$ cat src/rtl/joypad_port_responder.sv
// Controller-port responder: latches pad buttons on OUT0 and shifts one bit
// per completed APU read ($4016 / $4017) onto D[0], standard or Four Score.
module joypad_port_responder #(
  parameter int unsigned FOURSCORE = 0,
  parameter bit          FILL_BIT  = 1'b1
) (
  input  logic       CLK,
  input  logic       n_RES,
  input  logic       OUT0,
  input  logic       n_IN0,
  input  logic       n_IN1,
  input  logic [7:0] pad1,
  input  logic [7:0] pad2,
  input  logic [7:0] pad3,
  input  logic [7:0] pad4,
  output logic [4:0] data_out,
  output logic       data_oe
);

  localparam logic [4:0] LEN = (FOURSCORE != 0) ? 5'd24 : 5'd8;

  logic [1:0][23:0] sr_q, sr_d, ld;
  logic [1:0][4:0]  cnt_q, cnt_d;
  logic [1:0]       nin_q, nin, bitv;

  always_comb begin
    nin = {n_IN1, n_IN0};
    if (FOURSCORE != 0) begin
      ld[0] = {8'h10, pad3, pad1};
      ld[1] = {8'h20, pad4, pad2};
    end else begin
      ld[0] = {16'h0000, pad1};
      ld[1] = {16'h0000, pad2};
    end
    for (int unsigned p = 0; p < 2; p++) begin
      sr_d[p]  = sr_q[p];
      cnt_d[p] = cnt_q[p];
      // Strobe dominates a coincident read release: reload, no shift.
      if (OUT0) begin
        sr_d[p]  = ld[p];
        cnt_d[p] = '0;
      end else if (!nin_q[p] && nin[p]) begin
        sr_d[p] = {1'b0, sr_q[p][23:1]};
        if (cnt_q[p] < LEN) cnt_d[p] = cnt_q[p] + 5'd1;
      end
      bitv[p] = (cnt_q[p] >= LEN) ? FILL_BIT : sr_q[p][0];
    end
  end

  always_ff @(posedge CLK or negedge n_RES) begin
    if (!n_RES) begin
      sr_q  <= '0;
      cnt_q <= '0;
      nin_q <= '1;
    end else begin
      sr_q  <= sr_d;
      cnt_q <= cnt_d;
      nin_q <= nin;
    end
  end

  always_comb begin
    data_oe  = ~n_IN0 | ~n_IN1;
    data_out = {4'b0000, (~n_IN0 & bitv[0]) | (~n_IN1 & bitv[1])};
  end

endmodule

$ cat config.mk
export PLATFORM = sky130hd
export DESIGN_NAME = joypad_port_responder
export DESIGN_NICKNAME = d
export VERILOG_FILES = /design/src/rtl/joypad_port_responder.sv
export SDC_FILE = /design/constraint.sdc
export NUM_CORES = 1
export LEC_CHECK = 0
export BUFFER_PORTS_ARGS = -buffer_cell sky130_fd_sc_hd__buf_2
export CAP_MARGIN = 20
export CORE_ASPECT_RATIO = 0.75
export CORE_UTILIZATION = 56
export CTS_BUF_LIST = sky130_fd_sc_hd__clkbuf_2
export DETAILED_ROUTE_END_ITERATION = 8
export PLACE_DENSITY_LB_ADDON = 0.25
export SLEW_MARGIN = 20
export SYNTH_ARGS = -nofsm -noshare
export SYNTH_HDL_FRONTEND = slang
export SYNTH_SLANG_ARGS = --single-unit
$ cat constraint.sdc
create_clock -name CLK -period 4.4 [get_ports CLK]
set_clock_uncertainty 0.2 [all_clocks]
set_input_delay 0.44 -clock CLK [delete_from_list [all_inputs] [get_ports CLK]]
set_output_delay 0.44 -clock CLK [all_outputs]
set_load 0.01 [all_outputs]
==> run_results.csv <==
group,metric,value,unit
logic_synthesis,syn_area,1320,um^2
worst_setup_path,startpoint_type,"primary input",
route,wire_per_inst,12.6,um
clock_tree,cts.sinks,28,
sta,fmaxAchievable,0.482,GHz
sta,post-route-period-util,0.471,
floorplan,dieArea,2560,um^2
worst_setup_path,path_buf_inv,3,
sta,rsz0062_at_grt,"no",
global_routing,overflow,0,
status,status,"completed",
global_routing,grtUsageTotal,0.199,
power,p_per_area,338,nW/um^2
power,p_leak,0.769,nW
clock_tree,cts_setup_buffers,0,
clock_tree,h-tree-depth,1,
clock_tree,cts_tree,"done",
worst_setup_path,crit_slowest_cell,"dlygate4sd3_1",
floorplan,start_util,0.623,
worst_setup_path,crit_family,"buffers and inverters",
logic_synthesis,yosysUniqueCellTypes,20,
global_routing,antenna_found_initial,0,
logic_synthesis,synth-seq-area-share,0.532,
clock_tree,clk_path_buf_depth,2,
global_routing,grt_pass1_vias,834,
clock_tree,clkTransAtPathRegs,0.27,ns
hold_path,hold_class,"in2reg",
logic_synthesis,ys_warn_count,0,
worst_setup_path,critPathMostFrequentCell,"buf_2",
finish,synthToLayoutAreaGrowth,13.1,%
sta,relSlewSlack,0.581,
floorplan,core.rowCount,14,
finish,antenna_cells,0,
placement,hpwlAfterDp,1570,um
floorplan,dieHeight,44.1,um
route,drtAntennaViolNets,0,
sta,setup_violations,0,
route,dr.pass1.iters,4,
worst_setup_path,regToRegSetupSlack,2.68,ns
power,ir_drop,0.245,mV
worst_setup_path,cp.arrival,1.43,ns
floorplan,coreArea,2120,um^2
route,drt_wl_total,2220,um
route,drtIter0Drc,50,
sta,finalHoldViolations,0,
finish,drive_above_1_share,0.222,
global_routing,grt_max_degree,45,
clock_tree,clk_latency,0.37,ns
worst_setup_path,worstPathMaxFanout,5,
global_routing,grt_pass1_wl,3820,um
worst_setup_path,path_class,"in2out",
sta,slew_violations,0,
floorplan,ios,43,
worst_setup_path,cp-end-kind,"primary output",
clock_tree,cts_buffers,3,
finish,nets,185,
sta,setup_tns,0,ns
worst_setup_path,max_stage_delay,0.54,ns
power,p_total,0.505,mW
sta,min_period,2.07,ns
placement,io_buffers,22,
logic_synthesis,synth_cells,123,
floorplan,die_w,58.1,um
route,vias_per_cell,5.13,
clock_tree,cts_root_buffer,"clkbuf_2",
worst_setup_path,cp_cell_sequence,"dlygate4sd3_1, buf_2, o22ai_1, buf_2",
logic_synthesis,ys_ff_latch,28,
sta,worst_pin_slew,0.629,ns
route,via_count,902,
logic_synthesis,syn_avg_cell_area,10.7,um^2
job,max_cap_viol_count,0,
placement,gp_congestion,0.750,
route,drcViolationCount,0,
worst_setup_path,required,3.76,ns
-- flip-flops by register name (all words and copies together) (netlist names) --
register / flops
cnt_q: 10
nin_q: 2
sr_q: 16
-- worst paths after layout --
check	startpoint	to	depth (start not counted)
setup reg to reg	nin_q[1]	sr_q[24]	3
max in group asynchronous	n_RES	cnt_q[8]	2
hold / removal	pad2[2]	sr_q[26]	3
hold reg to reg	sr_q[31]	sr_q[31]	2
setup / recovery	n_IN1	data_out[0]	4
min in group asynchronous	n_RES	sr_q[5]	2
-- area by class of cell --
cell class	instances	area (um^2)
Clock inverter	1	30.0
Multi-Input combinational cell	85	558
Fill cell	161	626
Inverter	2	7.51
Clock buffer	3	15.0
Tap cell	32	40.0
Sequential cell	28	703
Timing Repair Buffer	25	140
-- Yosys cell counts --
cell type	n	area, um^2
inv_1	2	7.51
nand2b_1	4	25.0
dfrtp_1	26	651
a21oi_1	2	10.0
a31o_2	2	17.5
conb_1	1	3.75
clkbuf_1	5	18.8
nor3_1	2	10.0
a41oi_1	2	17.5
xnor2_1	2	17.5
nor2_1	8	30.0
nand2_1	19	71.3
buf_4	6	45.0
o22ai_1	1	6.26
ha_1	3	37.5
mux2i_1	16	160
nor2b_1	2	12.5
nor4b_4	2	47.6
o21ai_0	16	80.1
dfstp_2	2	52.6
-- worst reg2reg max path, stage by stage, from the launching register on --
cell      delay (ns)
dfstp_2         0.62
nand2b_1        0.40
mux2i_1         0.26
o21ai_0         0.10
-- metrics by stage --
stage	cells	setup WS, ns	util	hold WS (ns)	instance area [um^2]
3_3_place_gp	169	2.72	0.669	0.275	1420
3_5_place_dp	169	2.69	0.669	0.280	1420
4_1_cts	176	2.34	0.705	0.0382	1490
6_report	176	2.33	0.705	0.0412	1490
2_1_floorplan	126	2.98	-	-0.0556	1330
5_1_grt	176	2.29	0.705	0.0255	1490
-- per-layer routing --
metal / vias to the layer above / GRT usage / wire, um
met5: - / 0 / 0
met2: 21 / 0.343 / 1120
met3: 0 / 0.0614 / 86
met4: 0 / 0.0143 / 0
li1: 446 / - / -
met1: 435 / 0.265 / 1010
-- cells in the final DEF (no fill, tap or decap) --
master / synthesis / final
a21oi_1: 2 / 2
a31o_2: 2 / 2
a41oi_1: 2 / 2
buf_2: 0 / 22
bufinv_16: 0 / 1
clkbuf_2: 0 / 3
conb_1: 1 / 4
dfrtp_1: 26 / 26
dfstp_2: 2 / 2
dlygate4sd3_1: 0 / 3
ha_1: 3 / 3
inv_1: 2 / 2
mux2i_1: 16 / 16
nand2_1: 19 / 19
nand2b_1: 4 / 4
nor2_1: 8 / 8
nor2b_1: 2 / 2
nor3_1: 2 / 2
nor4b_4: 2 / 2
o21ai_0: 16 / 16
o22ai_1: 1 / 1
xnor2_1: 2 / 2
-- report_power, final --
group	leakage [nW]	switching [mW]	internal, mW	total [mW]
Sequential	0.354	0.0118	0.276	0.288
Clock	0.0266	0.0753	0.0782	0.154
Combinational	0.388	0.0337	0.0293	0.0630
Total	0.769	0.121	0.384	0.505
-- what timing repair did --
item,CTS,global route
resized for setup,0,0
hold buffers,3,0
endpoints found under the hold margin,28,0
-- cells by family (layout without fill, tap and decap cells) --
| group | Yosys count | in the layout | share of synthesized area |
|---|---|---|---|
| adder cells (fa/ha/maj) | 3 | 3 | 0.0284 |
| AO/OA/AOI/OAI | 23 | 23 | 0.0994 |
| buffers and inverters | 13 | 31 | 0.0540 |
| XOR/XNOR | 2 | 2 | 0.0133 |
| multiplexers | 16 | 16 | 0.121 |
| other | 1 | 4 | 0.00284 |
| flip-flops | 28 | 28 | 0.532 |
| AND/OR/NAND/NOR | 37 | 37 | 0.149 |
Power figures use the tool's default switching activity.
